**src/rtl/debug_console_pkg.sv**
```systemverilog
// Shared types and constants for the debug console controller.
//   uart_state_t       : UART transmitter states
//   ASCII_LF           : newline character, written by the CPU or inserted automatically
//   DEFAULT_DEBUG_ADDR : default bus address of the console data register
package debug_console_pkg;

  typedef enum logic [1:0] {IDLE, START, DATA, STOP} uart_state_t;

  localparam logic [7:0]  ASCII_LF           = 8'h0A;
  localparam logic [31:0] DEFAULT_DEBUG_ADDR = 32'hf000_00d0;

endpackage

```
**src/rtl/debug_console_if.sv**
```systemverilog
// CPU data-bus view of the debug console.
//   address    : CPU data bus address
//   data_write : store data, character in [31:24]
//   data_we    : byte write enables, any bit set marks a store
//   stall_sig  : stall request back to the CPU
// master = CPU side, slave = console side.
interface debug_console_if;

  logic [31:0] address;
  logic [31:0] data_write;
  logic [3:0]  data_we;
  logic        stall_sig;

  modport master (output address, output data_write, output data_we, input stall_sig);
  modport slave  (input address, input data_write, input data_we, output stall_sig);

endinterface

```
**src/rtl/console_fifo.sv**
```systemverilog
// Character buffer between the bus capture logic and the UART.
//   clk, rst_n : clock, asynchronous active-low reset
//   push, din  : write din at the tail
//   pop, dout  : dout shows the head; pop advances it
//   full, empty, level : occupancy status
// DEPTH must be a power of two so the pointers wrap naturally.
module console_fifo #(
  parameter int DEPTH  = 16,
  parameter int DATA_W = 8
) (
  input  logic                    clk,
  input  logic                    rst_n,
  input  logic                    push,
  input  logic                    pop,
  input  logic [DATA_W-1:0]       din,
  output logic [DATA_W-1:0]       dout,
  output logic                    full,
  output logic                    empty,
  output logic [$clog2(DEPTH):0]  level
);

  localparam int AW = $clog2(DEPTH);
  localparam logic [AW:0] FULL_LVL = DEPTH[AW:0];

  logic [DATA_W-1:0] mem [DEPTH];
  logic [AW-1:0]     wptr;
  logic [AW-1:0]     rptr;

  always_ff @(posedge clk or negedge rst_n) begin
    if (!rst_n) begin
      wptr  <= '0;
      rptr  <= '0;
      level <= '0;
    end else begin
      if (push) wptr <= wptr + 1'b1;
      if (pop)  rptr <= rptr + 1'b1;
      case ({push, pop})
        2'b10:   level <= level + 1'b1;
        2'b01:   level <= level - 1'b1;
        default: level <= level;
      endcase
    end
  end

  // Storage carries data only, so it is not reset.
  always_ff @(posedge clk) begin
    if (push) mem[wptr] <= din;
  end

  assign dout  = mem[rptr];
  assign full  = (level == FULL_LVL);
  assign empty = (level == '0);

endmodule

```
**src/rtl/debug_console_ctrl.sv**
```systemverilog
// Debug console: captures CPU byte stores to DEBUG_ADDR, inserts a newline
// after LINE_MAX characters on a line, buffers characters and sends them
// as 8N1 UART frames.
//   clock_in, reset_n : clock, asynchronous active-low reset
//   bus               : CPU store interface (slave side), drives stall_sig
//   uart_tx           : serial output, idles high
//   tx_busy           : transmitter not idle
//   fifo_level        : buffer occupancy
//   char_valid/char_out : one-cycle report of each character entering the buffer
module debug_console_ctrl
  import debug_console_pkg::*;
#(
  parameter logic [31:0] DEBUG_ADDR = DEFAULT_DEBUG_ADDR,
  parameter int          FIFO_DEPTH = 16,
  parameter int          LINE_MAX   = 72,
  parameter int          BAUD_DIV   = 434
) (
  input  logic                         clock_in,
  input  logic                         reset_n,
  debug_console_if.slave               bus,
  output logic                         uart_tx,
  output logic                         tx_busy,
  output logic [$clog2(FIFO_DEPTH):0]  fifo_level,
  output logic                         char_valid,
  output logic [7:0]                   char_out
);

  localparam int COL_W = $clog2(LINE_MAX + 1);
  localparam int CNT_W = $clog2(BAUD_DIV);
  localparam logic [COL_W-1:0] COL_LAST = COL_W'(LINE_MAX - 1);
  localparam logic [CNT_W-1:0] CNT_LAST = CNT_W'(BAUD_DIV - 1);

  logic       hit, accept, nl_push, push, pop;
  logic       full, empty;
  logic [7:0] cpu_char, push_char, fifo_head;
  logic       pending_nl;
  logic [COL_W-1:0] column;
  logic       vld_p1;
  logic [7:0] char_p1;
  logic       unused_low_bytes;

  uart_state_t      state, state_n;
  logic [CNT_W-1:0] baud_cnt, cnt_n;
  logic [2:0]       bit_idx, idx_n;
  logic [7:0]       shreg;
  logic             baud_end;

  assign cpu_char         = bus.data_write[31:24];
  assign unused_low_bytes = ^bus.data_write[23:0];

  // Stall uses the registered full flag; a pending newline also blocks the
  // CPU so the newline lands in the buffer before the next character.
  assign hit           = (bus.address == DEBUG_ADDR) && (|bus.data_we);
  assign bus.stall_sig = reset_n && hit && (full || pending_nl);
  assign accept        = hit && !full && !pending_nl;
  assign nl_push       = pending_nl && !full;
  assign push          = accept || nl_push;
  assign push_char     = nl_push ? ASCII_LF : cpu_char;

  console_fifo #(.DEPTH(FIFO_DEPTH), .DATA_W(8)) u_fifo (
    .clk   (clock_in),
    .rst_n (reset_n),
    .push  (push),
    .pop   (pop),
    .din   (push_char),
    .dout  (fifo_head),
    .full  (full),
    .empty (empty),
    .level (fifo_level)
  );

  // Column tracking on accepted CPU characters.
  always_ff @(posedge clock_in or negedge reset_n) begin
    if (!reset_n) begin
      column     <= '0;
      pending_nl <= 1'b0;
    end else if (nl_push) begin
      pending_nl <= 1'b0;
    end else if (accept) begin
      if (cpu_char == ASCII_LF) begin
        column <= '0;
      end else if (column == COL_LAST) begin
        column     <= '0;
        pending_nl <= 1'b1;
      end else begin
        column <= column + 1'b1;
      end
    end
  end

  // ---- stage p0 -> p1: push report ----
  always_ff @(posedge clock_in or negedge reset_n) begin
    if (!reset_n) begin
      vld_p1  <= 1'b0;
      char_p1 <= '0;
    end else begin
      vld_p1 <= push;
      if (push) char_p1 <= push_char;
    end
  end

  assign char_valid = vld_p1;
  assign char_out   = char_p1;

  // UART transmitter
  always_ff @(posedge clock_in or negedge reset_n) begin
    if (!reset_n) begin
      state    <= IDLE;
      baud_cnt <= '0;
      bit_idx  <= '0;
    end else begin
      state    <= state_n;
      baud_cnt <= cnt_n;
      bit_idx  <= idx_n;
    end
  end

  always_ff @(posedge clock_in) begin
    if (pop) shreg <= fifo_head;
  end

  assign baud_end = (baud_cnt == CNT_LAST);

  always_comb begin
    state_n = state;
    cnt_n   = baud_cnt;
    idx_n   = bit_idx;
    pop     = 1'b0;
    uart_tx = 1'b1;
    case (state)
      IDLE: begin
        if (!empty) begin
          pop     = 1'b1;
          cnt_n   = '0;
          state_n = START;
        end
      end
      START: begin
        uart_tx = 1'b0;
        if (baud_end) begin
          cnt_n   = '0;
          idx_n   = '0;
          state_n = DATA;
        end else begin
          cnt_n = baud_cnt + 1'b1;
        end
      end
      DATA: begin
        uart_tx = shreg[bit_idx];
        if (baud_end) begin
          cnt_n = '0;
          if (bit_idx == 3'd7) state_n = STOP;
          else                 idx_n   = bit_idx + 1'b1;
        end else begin
          cnt_n = baud_cnt + 1'b1;
        end
      end
      STOP: begin
        if (baud_end) begin
          cnt_n = '0;
          // Chain straight into the next frame so there is no idle bit.
          if (!empty) begin
            pop     = 1'b1;
            state_n = START;
          end else begin
            state_n = IDLE;
          end
        end else begin
          cnt_n = baud_cnt + 1'b1;
        end
      end
      default: state_n = IDLE;
    endcase
  end

  assign tx_busy = (state != IDLE);

endmodule
```
**src/flat_wrapper.sv**
```systemverilog
// flat-port wrapper written by rule: the top's interface ports become plain ports
module debug_console_ctrl_flat import debug_console_pkg::*;
#(
  parameter logic [31:0] DEBUG_ADDR = DEFAULT_DEBUG_ADDR,
  parameter int          FIFO_DEPTH = 16,
  parameter int          LINE_MAX   = 72,
  parameter int          BAUD_DIV   = 434
)
  (clock_in, reset_n, uart_tx, tx_busy, fifo_level, char_valid, char_out, bus_address, bus_data_write, bus_data_we, bus_stall_sig);
  debug_console_if bus_i ();
  input  logic clock_in;
  input  logic reset_n;
  output logic uart_tx;
  output logic tx_busy;
  output logic [$clog2(FIFO_DEPTH):0] fifo_level;
  output logic char_valid;
  output logic [7:0] char_out;
  input wire logic [$bits(bus_i.address)-1:0] bus_address;
  input wire logic [$bits(bus_i.data_write)-1:0] bus_data_write;
  input wire logic [$bits(bus_i.data_we)-1:0] bus_data_we;
  output wire logic [$bits(bus_i.stall_sig)-1:0] bus_stall_sig;
  assign bus_i.address = bus_address;
  assign bus_i.data_write = bus_data_write;
  assign bus_i.data_we = bus_data_we;
  assign bus_stall_sig = bus_i.stall_sig;
  debug_console_ctrl #(.DEBUG_ADDR(DEBUG_ADDR), .FIFO_DEPTH(FIFO_DEPTH), .LINE_MAX(LINE_MAX), .BAUD_DIV(BAUD_DIV)) u_core (.clock_in(clock_in), .reset_n(reset_n), .bus(bus_i), .uart_tx(uart_tx), .tx_busy(tx_busy), .fifo_level(fifo_level), .char_valid(char_valid), .char_out(char_out));
endmodule
```
**config.mk**
```make
export PLATFORM = sky130hd
export DESIGN_NAME = debug_console_ctrl_flat
export DESIGN_NICKNAME = d
export VERILOG_FILES = /design/src/rtl/debug_console_pkg.sv /design/src/rtl/debug_console_if.sv /design/src/rtl/console_fifo.sv /design/src/rtl/debug_console_ctrl.sv /design/src/flat_wrapper.sv
export SDC_FILE = /design/constraint.sdc
export NUM_CORES = 1
export LEC_CHECK = 0
export CORE_ASPECT_RATIO = 0.9
export CORE_MARGIN = 1
export CORE_UTILIZATION = 48
export CTS_BUF_LIST = sky130_fd_sc_hd__clkbuf_4
export DETAILED_ROUTE_END_ITERATION = 10
export GPL_ROUTABILITY_DRIVEN = 1
export PLACE_DENSITY = 0.7
export SLEW_MARGIN = 20
export SYNTH_ARGS = -nofsm -noshare
export SYNTH_HDL_FRONTEND = slang
export SYNTH_SLANG_ARGS = --single-unit
```
**constraint.sdc**
```tcl
create_clock -name clock_in -period 9.2 [get_ports clock_in]
set_input_delay 1.84 -clock clock_in [delete_from_list [all_inputs] [get_ports clock_in]]
set_output_delay 1.84 -clock clock_in [all_outputs]
set_load 0.01 [all_outputs]
```
# After elaboration in Yosys (flattened, before gate mapping)
# Memory sizes are Yosys's and may differ from the RTL's. A register that Yosys moved wholly into a read port is not among the register bits.
# Cells that the tools add are included.
totals:
  ff_bits: 44
  mem_bits_rw: 128
  inputBits: 70
  out_inout_bits: 17
  wordCells: 91
  mem_count: 1
mem_list:
  columns: ["name", "words", "width", "rd", "rd_ports_with_merged_regs", "write_ports", "line_no", "rtl"]
  rows:
  - ["u_core.u_fifo.mem", 16, 8, 1, 1, 1, "console_fifo.sv:25", "logic [DATA_W-1:0] mem [DEPTH];"]
classes:
  add_sub_neg: 7
  magnitude_cmp: 1
  n_eq_ne: 18
  muxes: 30
  n_bitwise: 1
  n_reduce_logical: 23
ops:
  columns: ["op", "count"]
  rows:
  - ["== test 32 bit, second input constant", 1]
  - ["2-to-1 mux 9 bit", 2]
  - ["case mux 9 bit (2 select lines)", 1]
  - ["2-to-1 mux 7 bit", 2]
  - ["2-to-1 mux 1 bit", 10]
  - ["2-to-1 mux 2 bit", 5]
  - ["inequality test 2 x 1 -> 1 bit, second input constant", 5]
  - ["case mux 5 bit (2 select lines)", 1]
  - ["nonzero test 2 bit", 5]
  - ["adder 9 x 1 -> 9 bit, second input constant", 1]
  - ["== test 9 bit, second input constant", 1]
  - ["2-to-1 mux 3 bit", 3]
  - ["adder 4 x 1 -> 4 bit, second input constant", 2]
  - ["== test 8 x 4 -> 1 bit, second input constant", 1]
  - ["2-to-1 mux 8 bit", 1]
  - ["case mux 2 bit (4 select lines)", 1]
  - ["adder 7 x 1 -> 7 bit, second input constant", 1]
  - ["== test 7 bit, second input constant", 1]
  - ["== test 2 bit, second input constant", 3]
  - ["logical AND 1 bit", 6]
  - ["case mux 3 bit (2 select lines)", 1]
  - ["adder 5 x 1 -> 5 bit, second input constant", 1]
  - ["== test 5 bit, second input constant", 1]
  - ["logical NOT 5 bit", 1]
  - ["other kinds (18)", 23]

# Logic depth before layout (Yosys ltp)
depth:
  ltp_word: 7
  depth_mapped: 14

# By module
# From an unflattened synthesis, not the netlist that was laid out.
unflattened:
  hier_cells: 522
  area_unflattened_um2: 7973.9
modules_own_cells:
  columns: ["module", "instances", "cells_each", "area_each_um2", "seq_area_each_um2"]
  rows:
  - ["console_fifo", 1, 298, 5769.3, 4169.0]
  - ["debug_console_ctrl", 1, 224, 2204.6, 1016.0]

# Worst setup path after synthesis
# OpenSTA, ideal clock, no wires.
synth_path:
  kind: "input port to output port"
  from: "input port bus_data_we[1]"
  to: "output port bus_stall_sig"
  t_arrival_ns: 2.733
  required_time_ns: 7.360
  slack_ns: 4.627
  stages: 4
  cell_sequence: "or4_1 > nand3_1 > nor3_1 > and3_1"
synth_via:
  elab_chain_cells: 4
synth_lines:
  columns: ["element", "line_no", "rtl"]
  rows:
  - ["start: declaration", "flat_wrapper.sv:20", "input wire logic [$bits(bus_i.data_we)-1:0] bus_data_we;"]
  - ["OR reduction 4 bit", "debug_console_ctrl.sv:53", "assign hit = (bus.address == DEBUG_ADDR) && (|bus.data_we);"]
  - ["logical AND 1 bit", "debug_console_ctrl.sv:53", null]
  - ["logical AND 1 bit (2 in series)", "debug_console_ctrl.sv:54", "assign bus.stall_sig = reset_n && hit && (full || pending_nl);"]
  - ["end: declaration", "flat_wrapper.sv:21", "output wire logic [$bits(bus_i.stall_sig)-1:0] bus_stall_sig;"]
# Every way passes these cells.

# Worst setup path after layout
layout_path:
  from: "input port bus_address[12]"
  to: "output port bus_stall_sig"
layout_via:
  elab_chain_cells: 4
layout_lines:
  columns: ["element", "line_no", "rtl"]
  rows:
  - ["start: declaration", "flat_wrapper.sv:18", "input wire logic [$bits(bus_i.address)-1:0] bus_address;"]
  - ["== test 32 bit", "debug_console_ctrl.sv:53", null]
  - ["logical AND 1 bit", "debug_console_ctrl.sv:53", null]
  - ["logical AND 1 bit (2 in series)", "debug_console_ctrl.sv:54", null]
# Every way passes these cells.

==> summary.md <==
### STA
• 0 — Final Setup Violations
• 21.0 ps — final clock skew
• 26.0% — worst-case headroom to the max-slew limit
• 1110 ps — transition time at the pin with the least slew margin
• 0 — number of max-slew violations in the final report
• 181 MHz — achievable frequency
• no — unrepaired setup endpoints after global routing
• 0 ps — setup_tns
• 0 — Fin. Hold Viols
• 5510 ps — final worst path period need
• 59.9% — post-route clock period utilization

### Clocking
• 0 — CTS-repair resized insts
• 17 — number of buffers inserted during clock tree synthesis
• 0 — Post-CTS Hold Buffers
• clkbuf_4 — clock root cell
• 2 — Clock Tree Buf Depth
• 560 ps — insertion delay of the later-clocked pin in the worst-skew pair
• 160 ps — clock input transition at the sequential cells of the worst setup and hold paths
• 4 — H-tree depth reported by CTS
• done — CTS tree
• 0 — post-CTS setup buffers
• 180 — clock sinks

### Synth
• 469 — number of standard cells after synthesis
• edfxtp_1, dfrtp_1, mux4_2, ha_1, and3_1 — cell types with the largest area share after synthesis
• 0 — Synth Warn #
• 65.7% — share of synthesized area occupied by flip-flops and latches
• 16.8 um^2 — average instance area after synthesis
• 51.8% — area share of the leading cell type in the synthesized netlist
• 180 — number of storage elements in the synthesis netlist
• 136 — Post-synth EDFFs
• 556 — post-synth net total
• 62 — distinct cell type count after synthesis
• 7890 um^2 — Cell Area, Synth
• 24.4% — Async SR Flop Fraction
• edfxtp_1 — post-synth top area cell
• edfxtp_1 — prevailing post-synth register cell

### Place
• 10.4 mm — HPWL reported at the end of detailed placement
• 723 — Cells after DPL
• 0.798 — gpl congestion
• 62 — # port buffers

### Critical path
• u_core.state[0]$_DFFE_PN0P_ — R2R Path Start
• input pin to output pin — category of the most critical setup path
• clkdlybuf4s50_1 — cell mode on critical path
• u_core.u_fifo.level[4]$_DFFE_PN0P_ — end of the worst register-to-register path
• clkdlybuf4s50_1 -> nor4_2 -> nand4_2 -> nor3_1 -> and3_1 -> clkdlybuf4s50_1 — CP cell instances
• 12 — worst r2r path cells
• output pin — sort of element at the end of the critical path
• 7360 ps — required time of the critical path
• 5790 ps — R2R setup slack
• buffers and inverters — CP delay by family, top
• 540 ps — CP max stage delay
• 2 — Buf/Inv on CP
• input pin — CP Launch Type
• clkdlybuf4s50_1 — CP max-delay cell
• 3 — largest fanout on the critical path
• 3670 ps — data arrival time of the critical path

### Hold path
• u_core.column[0]$_DFFE_PN0P_ — Worst Min Path Start
• 1 — hold path cells
• u_core.column[0]$_DFFE_PN0P_ — capture endpoint of the worst hold path
• flip-flop to flip-flop — kind of path behind the tightest hold check

### Global routing
• 24.6 mm — first-pass GRT wire length
• 1 — initial antenna violation count
• 20.3% — global-route usage over all layers
• 0 — Remaining Overflow, GRT
• 46 — largest net degree at the start of global routing
• 4,396 — vias in the first global route

### Run
• 0 — number of violations of the max-capacitance limit

### Die
• 124 um — Die Ht
• 17,000 um^2 — die area
• 44 — standard-cell rows
• 87 — IO Pins
• 49.1% — starting utilization of the core area
• 16,100 um^2 — placeable core region
• 137 um — horizontal die dimension

### Route
• 278 — drt first-iter violations
• 0 — DRC
• 5.82 — via density per instance
• 15.5 mm — total wire length
• 20.5 um — detailed-route wire length per cell
• 0 — number of nets still failing antenna checks after routing
• 4,393 — number of vias in the routed layout
• 5 — first-pass iteration count of the detailed router

### Finish
• 14.2% — Area growth, synth to finish
• 1,268 — filler instances
• 622 — nets
• 755 — Layout Cells excl Fill
• 19.6% — share of final-layout standard cells stronger than drive strength 1

### Outcome
• completed — status

### Power
• 0.114 mV — worst IR drop on VDD
• 150 nW/um^2 — pwr/cell area
• 3.19 nW — reported leakage power
• 0.00135 W — overall power of the completed layout

-- worst reg2reg max path, cell delays in order, from the launching register on --
cell and delay [ps]:
dfrtp_1 470, inv_1 130, ha_1 360, a31oi_1 140, nor3_4 610, ha_1 490, xor2_1 180, ha_1 240
a21o_1 130, nand2_1 50, a21o_1 160, a31oi_1 240, xnor2_1 150
-- synth_stat cells, types with 4 or more instances --
master and count:
o31ai_1 6, buf_2 6, a22o_1 9, edfxtp_1 136, nor2b_1 11, nor2_1 16, a21o_1 5, xor2_1 4
inv_1 13, a21oi_1 5, nand2_1 12, dfrtp_1 44, xnor2_1 8, nand3_1 13, o21ai_0 19, a31oi_1 4
nor4_1 4, and3_1 22, mux4_2 42, mux2i_1 4, clkbuf_1 7, ha_1 17
-- kinds of logic (layout without fill, tap and decap cells) --
logic type,count (synthesis),count (layout),share of synthesized area (%)
simple gates,113,113,9.39
mux,49,49,12.9
compound gates,65,65,5.95
buf+inv,33,111,2.01
xor+xnor,12,12,1.33
flops,180,180,65.7
fa+ha+maj,17,17,2.70
other cells,0,1,0
-- how the worst max path moves through the flow --
stage	startpoint	end	slack, ps	depth (start not counted)
final	bus_address[12]	bus_stall_sig	3690	6
after global routing	bus_address[19]	bus_stall_sig	3480	6
after CTS	bus_address[12]	bus_stall_sig	3670	6
after detailed placement	bus_address[12]	bus_stall_sig	3680	6
after global placement	bus_address[12]	bus_stall_sig	3690	6
after floorplan	bus_data_we[1]	bus_stall_sig	4630	4
-- registers in the layout, summed over array words and instances (netlist names) --
register             flops
u_core.shreg             8
u_core.state             2
u_core.pending_nl        1
u_core.u_fifo.rptr       4
u_core.u_fifo.level      5
u_core.column            7
u_core.baud_cnt          9
u_core.char_out          8
u_core.u_fifo.mem      128
u_core.char_valid        1
u_core.bit_idx           3
u_core.u_fifo.wptr       4
-- power breakdown --
part | switching (W) | leakage (nW) | internal [W]
Clock | 0.000294 | 0.154 | 0.000147
Sequential | 0.0000000000000109 | 1.79 | 0.000873
Combinational | 0.0000188 | 1.25 | 0.0000198
Total | 0.000313 | 3.19 | 0.00104
-- layout by cell type (no fill, tap or decap), types with 9 or more instances in the layout --
cell type and n:
nand3_1 13, inv_1 13, nand2_1 12, edfxtp_1 136, dfrtp_1 42, a22o_1 9
and3_1 22, clkdlybuf4s50_1 61, ha_1 17, mux4_2 42, clkbuf_4 17, nor2_1 16
o21ai_0 18
-- through the flow --
step	hold WS [ps]	setup WS (ps)	utilization (%)	cell area, um^2
2_1_floorplan	459	4630	-	7890
3_5_place_dp	498	3680	54.1	8690
5_1_grt	546	3480	56.1	9010
3_3_place_gp	486	3690	54.1	8690
4_1_cts	522	3670	55.9	8990
6_report	517	3690	56.1	9010
-- cell type report --
| class | count | area, um^2 | area share (%) |
|---|---|---|---|
| repair buffers | 66 | 646 | 7.16 |
| flip-flops and latches | 180 | 5190 | 57.6 |
| clock inverters | 14 | 173 | 1.92 |
| clock buffers | 17 | 128 | 1.42 |
| well taps | 207 | 259 | 2.87 |
| inverters | 14 | 53.8 | 0.597 |
| diodes | 1 | 2.50 | 0.0278 |
| multi-input cells | 256 | 2560 | 28.4 |
-- metal layers --
metal | vias to the layer above | share of wire (%) | global-route usage, %
li1 | 2012 | - | -
met1 | 2268 | 46 | 28.2
met2 | 102 | 48 | 31.8
met3 | 11 | 4.9 | 5.37
met4 | 0 | 0.98 | 5.36
met5 | - | 0 | 0
(Power assumes the default switching activity.)
